**src/rtl/dnn_batch_sched.sv**
```systemverilog
// Batch controller for the fix10 sigmoid inference engine: sequences engine
// reset/start per image, scans the 10 outputs for an argmax, and hands results downstream.
module dnn_batch_sched #(
  parameter int unsigned DATA_WIDTH = 10,
  parameter int unsigned BATCH_W    = 8,
  parameter int unsigned TMO_W      = 20
) (
  input  logic                         clk,
  input  logic                         rst,
  input  logic                         batch_start,
  input  logic [BATCH_W-1:0]           batch_count,
  input  logic                         batch_abort,
  output logic                         busy,
  output logic                         batch_done,
  output logic                         err_timeout,
  output logic [BATCH_W-1:0]           img_idx,
  output logic                         eng_reset,
  output logic                         eng_start,
  input  logic                         eng_done,
  output logic [3:0]                   out_idx,
  input  logic signed [DATA_WIDTH-1:0] eng_out,
  output logic                         res_valid,
  input  logic                         res_ready,
  output logic [3:0]                   res_digit,
  output logic [DATA_WIDTH-1:0]        res_score,
  output logic [BATCH_W-1:0]           res_img
);

  typedef enum logic [2:0] {
    S_IDLE,
    S_ENG_RST,
    S_ENG_START,
    S_WAIT_DONE,
    S_SCAN,
    S_EMIT
  } state_t;

  // Watchdog fires when the count would reach all-ones on this cycle.
  localparam logic [TMO_W-1:0] WDOG_LAST = {{(TMO_W-1){1'b1}}, 1'b0};

  state_t                       r_state;
  logic [BATCH_W-1:0]           r_count;
  logic [BATCH_W-1:0]           r_img_idx;
  logic [TMO_W-1:0]             r_wdog;
  logic [3:0]                   r_out_idx;
  logic signed [DATA_WIDTH-1:0] r_best;
  logic [3:0]                   r_best_idx;
  logic                         r_eng_reset;
  logic                         r_eng_start;
  logic                         r_batch_done;
  logic                         r_err_timeout;
  logic                         r_res_valid;
  logic [3:0]                   r_res_digit;
  logic [DATA_WIDTH-1:0]        r_res_score;
  logic [BATCH_W-1:0]           r_res_img;

  logic                         w_take;
  logic                         w_last_img;
  logic signed [DATA_WIDTH-1:0] w_new_best;
  logic [3:0]                   w_new_idx;

  // Strictly-greater signed compare keeps the lower index on ties.
  always_comb begin
    w_take     = (r_out_idx == 4'd0) || (eng_out > r_best);
    w_new_best = w_take ? eng_out : r_best;
    w_new_idx  = w_take ? r_out_idx : r_best_idx;
    w_last_img = (r_img_idx == (r_count - 1'b1));
  end

  always_ff @(posedge clk) begin
    if (!rst) begin
      r_state       <= S_IDLE;
      r_count       <= '0;
      r_img_idx     <= '0;
      r_wdog        <= '0;
      r_out_idx     <= '0;
      r_best        <= '0;
      r_best_idx    <= '0;
      r_eng_reset   <= 1'b0;
      r_eng_start   <= 1'b0;
      r_batch_done  <= 1'b0;
      r_err_timeout <= 1'b0;
      r_res_valid   <= 1'b0;
      r_res_digit   <= '0;
      r_res_score   <= '0;
      r_res_img     <= '0;
    end else begin
      r_eng_reset  <= 1'b0;
      r_eng_start  <= 1'b0;
      r_batch_done <= 1'b0;
      if ((r_state != S_IDLE) && batch_abort) begin
        r_state      <= S_IDLE;
        r_eng_reset  <= 1'b1;
        r_batch_done <= 1'b1;
        r_res_valid  <= 1'b0;
        r_out_idx    <= '0;
      end else begin
        case (r_state)
          S_IDLE: begin
            if (batch_start) begin
              r_err_timeout <= 1'b0;
              if (batch_count == '0) begin
                r_batch_done <= 1'b1;
              end else begin
                r_count     <= batch_count;
                r_img_idx   <= '0;
                r_eng_reset <= 1'b1;
                r_state     <= S_ENG_RST;
              end
            end
          end
          S_ENG_RST: begin
            r_eng_start <= 1'b1;
            r_state     <= S_ENG_START;
          end
          S_ENG_START: begin
            r_wdog  <= '0;
            r_state <= S_WAIT_DONE;
          end
          S_WAIT_DONE: begin
            r_wdog <= r_wdog + 1'b1;
            if (eng_done) begin
              r_out_idx <= '0;
              r_state   <= S_SCAN;
            end else if (r_wdog == WDOG_LAST) begin
              r_err_timeout <= 1'b1;
              r_eng_reset   <= 1'b1;
              r_batch_done  <= 1'b1;
              r_state       <= S_IDLE;
            end
          end
          S_SCAN: begin
            r_best     <= w_new_best;
            r_best_idx <= w_new_idx;
            if (r_out_idx == 4'd9) begin
              r_out_idx   <= '0;
              r_res_digit <= w_new_idx;
              r_res_score <= w_new_best;
              r_res_img   <= r_img_idx;
              r_res_valid <= 1'b1;
              r_state     <= S_EMIT;
            end else begin
              r_out_idx <= r_out_idx + 1'b1;
            end
          end
          S_EMIT: begin
            if (res_ready) begin
              r_res_valid <= 1'b0;
              if (w_last_img) begin
                r_batch_done <= 1'b1;
                r_state      <= S_IDLE;
              end else begin
                r_img_idx   <= r_img_idx + 1'b1;
                r_eng_reset <= 1'b1;
                r_state     <= S_ENG_RST;
              end
            end
          end
          default: r_state <= S_IDLE;
        endcase
      end
    end
  end

  assign busy        = (r_state != S_IDLE);
  assign batch_done  = r_batch_done;
  assign err_timeout = r_err_timeout;
  assign img_idx     = r_img_idx;
  assign eng_reset   = r_eng_reset;
  assign eng_start   = r_eng_start;
  assign out_idx     = r_out_idx;
  assign res_valid   = r_res_valid;
  assign res_digit   = r_res_digit;
  assign res_score   = r_res_score;
  assign res_img     = r_res_img;

endmodule

```
**config.mk**
```make
export PLATFORM = sky130hd
export DESIGN_NAME = dnn_batch_sched
export DESIGN_NICKNAME = d
export VERILOG_FILES = /design/src/rtl/dnn_batch_sched.sv
export SDC_FILE = /design/constraint.sdc
export NUM_CORES = 1
export LEC_CHECK = 0
export CAP_MARGIN = 10
export CORE_MARGIN = 2
export CORE_UTILIZATION = 49
export DETAILED_ROUTE_END_ITERATION = 6
export GPL_TIMING_DRIVEN = 0
export PLACE_DENSITY = 0.74
export SYNTH_ARGS = -nofsm -noshare
export SYNTH_HDL_FRONTEND = slang
export SYNTH_SLANG_ARGS = --single-unit
```
**constraint.sdc**
```tcl
create_clock -name clk -period 2.9 [get_ports clk]
set_input_delay 0.435 -clock clk [delete_from_list [all_inputs] [get_ports clk]]
set_output_delay 0.435 -clock clk [all_outputs]
set_load 0.01 [all_outputs]
```
==> results.sh <==
export IMPL_internal_power_mw=1.81
export IMPL_vias=3639
export IMPL_switchingPower_mw=0.761
export IMPL_leakage_nw=1.87
export IMPL_rsz0062_at_grt="false"
export IMPL_maxCapViolations=0
export IMPL_p_total_mw=2.57
export IMPL_post_place_cells=654
export IMPL_clockPowerShare_pct=28.2
export IMPL_critPathMaxFanout=10
export IMPL_first_global_vias=3394
export IMPL_cp_end_kind="register"
export IMPL_ys_types=49
export IMPL_criticalPathCategory="primary input to register"
export IMPL_clock_latency_ns=0.34
export IMPL_fillerInstances=742
export IMPL_ys_async_sr_fraction_pct=0
export IMPL_relSlewSlack_pct=49.7
export IMPL_clock_fmax_ghz=0.373
export IMPL_regArea_mm2=0.00168
export IMPL_hold_violations=0
export IMPL_syn2layout_area_growth_pct=22.5
export IMPL_drt_iter0_drc=142
export IMPL_grt_max_degree=13
export IMPL_ant_nets=0
export IMPL_ys_warn_count=0
export IMPL_drive_above_1_share_pct=4.63
export IMPL_cts_root_buf="clkbuf_8"
export IMPL_post_route_period_util_pct=92.5
export IMPL_htree_levels=3
export IMPL_nNetsFinal=601
export IMPL_hpwlAfterDp_um=7120
export IMPL_wire_per_inst_um=14.1
export IMPL_yosys_top_cells_count="84 x dfxtp_1, 66 x nor2_1, 40 x a21oi_1"
export IMPL_arrival_ns=2.89
export IMPL_holdWs_ns=0.453
export IMPL_cts_tree="yes"
export IMPL_grt_pass1_wl_um=15500
export IMPL_swShare_pct=29.6
export IMPL_synth_edf_count=0
export IMPL_cp_required_ns=3.11
export IMPL_peakVddDrop_v=0.000298
export IMPL_synthTopCellsByArea="dfxtp_1 41%, mux2i_1 8.5%, nor2_1 6.0%"
export IMPL_clock_sinks=84
export IMPL_track_usage_pct=21.6
export IMPL_clk_path_buf_depth=2
export IMPL_postSynthAreaPerCell_um2=8.42
export IMPL_gp_congestion=0.898
export IMPL_final_area_mm2=0.00502
export IMPL_pwr_share_comb_pct=23.8
export IMPL_die_y_um=95.5
export IMPL_tightestPinTransition_ns=0.749
export IMPL_multi_input_area_mm2=0.00223
export IMPL_yosysTopAreaCellShare_pct=41.0
export IMPL_fp_coreArea_mm2=0.00818
export IMPL_wl_um=9410
export IMPL_finalSetupViolations=0
export IMPL_synth_ff_type="dfxtp_1"
export IMPL_start_kind="primary input"
export IMPL_cts_buffers=9
export IMPL_fin_skew_ns=0.00983
export IMPL_dpl_instance_area_mm2=0.00485
export IMPL_power_density_mw_per_mm2=512
export IMPL_synthesis_area_mm2=0.00410
export IMPL_post_cts_setup_buffer_count=0
export IMPL_period_minus_slack_ns=2.68
export IMPL_num_io_pins=64
export IMPL_cts_clk_slew_worst_paths_ns=0.08
export IMPL_grt_overflow=0
export IMPL_synth_top_area_cell="dfxtp_1"
export IMPL_drc=0
export IMPL_hp_class="register to register"
export IMPL_ys_ff_latch=84
export IMPL_yosysMostFrequentCell="dfxtp_1"
export IMPL_synthesis_nets=528
export IMPL_rows=33
export IMPL_p_seq_share_pct=48.0
export IMPL_slew_viol_final=0
export IMPL_fin_cells=667
export IMPL_viasPerCell=5.46
export IMPL_fin_ws_ns=0.217
export IMPL_firstDrtPassIters=4
export IMPL_seq_area_frac_synth_pct=41.0
export IMPL_placement_io_buffers=62
export IMPL_start_util_pct=50.2
export IMPL_netlist_instances=487
export IMPL_status="finished clean"
export IMPL_die_w_um=95.5
export IMPL_place_ws_ns=-0.335
export IMPL_die_area_mm2=0.00912
export IMPL_antenna_found_initial=0
export IMPL_antenna_cells=0
==> critical path: stages <==
cell             delay (ns)
clkdlybuf4s50_1        0.46
ha_1                   0.31
nor2b_1                0.14
o211ai_1               0.09
a211oi_1               0.29
o21ai_2                0.16
a21oi_1                0.33
buf_2                  0.37
mux2i_1                0.23
nor2_1                 0.06
==> metal layers <==
metal,up-vias,wire (um),GRT usage (%)
met1,1723,4450,27.2
met5,-,0,0
met3,11,296,4.19
li1,1842,-,-
met2,63,4530,37.9
met4,0,123,5.60
==> placed cells by master, fill, tap and decap left out, types with 5 or more instances in the layout <==
cell type	instances
dfxtp_1	84
clkbuf_1	14
clkbuf_8	11
inv_1	24
nor2_1	65
xnor2_1	11
o211ai_1	5
xor2_1	15
mux2i_1	35
nand3_1	21
clkdlybuf4s50_1	62
o21ai_1	5
nand4_1	10
o21a_1	7
nand2_1	38
nor3_1	8
a21oi_1	40
o21ai_0	23
ha_1	17
nor2b_1	6
or3_1	6
==> cell families after synthesis <==
| kind of cell | count (synthesis) | synth area share (%) |
|---|---|---|
| muxes | 35 | 8.54 |
| AOI/OAI and AO/OA | 100 | 14.4 |
| xor gates and xnor gates | 26 | 5.55 |
| and+or+nand+nor | 179 | 20.6 |
| adders and majority gates | 17 | 5.19 |
| DFF | 84 | 41.0 |
| buffers and inverters | 46 | 4.67 |
==> power by group through the flow <==
stage               logic (mW)  registers (mW)  clock network (mW)
floorplan                0.417            1.26                   0
global placement         0.594            1.26                   0
detailed placement       0.606            1.26                   0
CTS                      0.610            1.23               0.744
global route             0.674            1.24               0.798
finish                   0.613            1.23               0.724
==> state kept, by name, indices dropped and copies added (netlist names), 3 cells and up <==
name        flops
img_idx         8
r_wdog         20
out_idx         4
res_digit       4
r_best_idx      4
r_state         3
r_best         10
r_count         8
res_img         8
res_score      10
==> area by class of cell <==
| cell class | count | share of cell area [%] |
|---|---|---|
| Clock buffer | 11 | 3.01 |
| Multi-Input combinational cell | 357 | 44.5 |
| Timing Repair Buffer | 62 | 12.4 |
| Buffer | 21 | 1.97 |
| Tap cell | 105 | 2.62 |
| Inverter | 25 | 1.87 |
| Clock inverter | 2 | 0.249 |
| Sequential cell | 84 | 33.5 |
==> metrics by stage <==
stage | utilization (%) | TNS, ns
after global placement | 59.4 | -4.84
after global routing | 61.4 | 0
after detailed placement | 59.4 | -4.78
after floorplan | - | 0
after CTS | 61.4 | 0
final | 61.4 | 0
==> worst paths after layout <==
| kind | endpoint | startpoint | cells past startpoint | slack [ns] |
|---|---|---|---|---|
| min | res_img[3] | res_img[3] | 2 | 0.45 |
| max | r_best[9] | eng_out[1] | 10 | 0.22 |
| min reg2reg | res_img[3] | res_img[3] | 2 | 0.45 |
| max reg2reg | img_idx[1] | r_count[3] | 9 | 0.34 |
==> repair_timing <==
item / in CTS / in global routing
setup endpoints to repair: 1 / 12
hold buffers: 0 / 0
resized for setup: 1 / 3
cloned: 0 / 0
No activity file was read; power rests on OpenSTA's default activity.
==> edit: new RTL, same flow settings <==
Re-encode `state_t` (6 states) as one-hot, 6 bits wide.
--- a/src/rtl/dnn_batch_sched.sv
+++ b/src/rtl/dnn_batch_sched.sv
@@ -27,11 +27,11 @@
 );
 
-  typedef enum logic [2:0] {
-    S_IDLE,
-    S_ENG_RST,
-    S_ENG_START,
-    S_WAIT_DONE,
-    S_SCAN,
-    S_EMIT
+  typedef enum logic [5:0] {
+    S_IDLE      = 6'b000001,
+    S_ENG_RST   = 6'b000010,
+    S_ENG_START = 6'b000100,
+    S_WAIT_DONE = 6'b001000,
+    S_SCAN      = 6'b010000,
+    S_EMIT      = 6'b100000
   } state_t;
 
Function: no difference found for any inputs over 4 cycles, from zero or initial values and one cycle with rst low; so few cycles prove little.
==> edit against the original RTL <==
- routed wire length grew 22%
- sequential cell count grew 3
- setup slack lost 55 ps
- sequential power is essentially flat
- synthesized area grew 8.6%
- final area grew 8.6%
- total power shrank 1.7%
- via count grew 13%
- largest cell class unchanged
==> edit: results (changes against the original RTL) <==
status:
  run_status: "finished clean"
sta:
  period_minus_slack_ps: 2740  # +54.9 ps
  final.hold.worst_slack_ps: 460  # +6.73 ps
  slew_headroom_pct: 60.6  # +11 points
  fin_worst_skew_ps: 11.2  # +1.38 ps
yosys:
  netlist_top_cells_area: "dfxtp_1, nand2_1, mux2i_1, ha_1, a21oi_1"
  synthTopCellsByCount: "dfxtp_1, nand2_1, a21oi_1"
  yosysUniqueCellTypes: 61  # +24%
  netlist_instances: 531  # +9.0%
  yosys.area_share.adder_pct: 4.78  # -0.41 points
  synthMuxAreaShare_pct: 4.95  # -3.6 points
  syn_nets: 572  # +8.3%
  seq_area_frac_synth_pct: 39.1  # -1.9 points
  post_synth_xor_area_fraction_pct: 5.51  # -0.045 points
hold_path:
  min_from: "res_valid$_SDFFE_PP0P_"
  hold_end: "res_valid$_SDFFE_PP0P_"
route:
  initialDrtViolationCount: 207  # +46%
  vias_per_cell: 5.74  # +5.2%
  route.vias.total: 4116  # +13%
  first_pass_iters: 7  # +3
  routed_wire_length_per_instance_um: 16.0  # +13%
critical_path:
  cp_data_arrival_time_ps: 3020  # +130 ps
  reg2reg_to: "img_idx[7]$_SDFFE_PN0P_"
  crit-reg2reg-launch: "r_count[0]$_SDFFE_PN0P_"
  worst_setup_sp: "eng_out[4]"
finish:
  nNonClkInverters: 23  # -8.0%
  layout.buffer.nonclock.area_share_pct: 13.9  # -0.45 points
  clkbuf_count: 13  # +2
  nNetsFinal: 645  # +7.3%
  multi_input_gates: 394  # +10%
  layout-area-overhead-vs-synth_pct: 22.6  # about the same
  clock_area_share_pct: 4.10  # +0.84 points
  layout-drive-gt1-share_pct: 6.57  # +1.9 points
  numSequentialCells: 87  # +3.6%
  n_all_buffers: 89  # +7.2%
  n_fill_cell: 796  # +7.3%
power_and_ir_drop:
  peakVddDrop_mv: 0.230  # -23%
  total_leakage_power_nw: 1.93  # +3.2%
placed_design:
  globalplace.congestion: 0.875  # -2.6%
  hpwl_um: 8270  # +16%
  placement.setup.worst_slack_ps: -639  # -304 ps
  placedCellCount: 700  # +7.0%
  numPortBuffers: 61  # -1.6%
  dpl-instance-area_mm2: 0.00520  # +7.1%
clock_tree:
  postCtsResizedCells: 4  # +3
  htree_levels: 3  # unchanged
global_route:
  via_count_of_the_first_global_routing_pass: 3891  # +15%
  first_pass_grt_wire_length_um: 18900  # +22%
  global_route.usage.total_pct: 23.8  # +2.2 points
-- edit: changes by cell type after synthesis, sizes merged, moves of 5 or more --
cell	unedited run	this run
nand2	38	79
nor3	8	14
o31ai	1	8
nor2	66	36
a311oi	0	7
xor2	15	20
o21ai	30	23
o21a	7	1
mux2i	35	22
clkbuf	14	19
-- edit: worst max-delay path: stages --
cell	delay, ps
clkdlybuf4s50_1	460
ha_1	340
nand3_1	120
o21bai_1	200
a31oi_1	290
a21oi_4	130
nor3_2	380
buf_2	400
mux2i_1	250
-- edit: per-layer routing --
metal	share of wire [%]	routed length (um)	up-vias	global-route usage, %
met5	0	0	-	0
met4	1.5	170	0	8.43
met3	4.5	512	14	3.58
met2	47	5420	109	38.9
met1	47	5340	1957	32.0
li1	-	-	2036	-
-- edit: where the power goes --
part           switching [mW]  internal [mW]  leakage (nW)
Combinational           0.207          0.138          1.12
Clock                   0.417          0.532         0.114
Sequential             0.0217           1.21         0.702
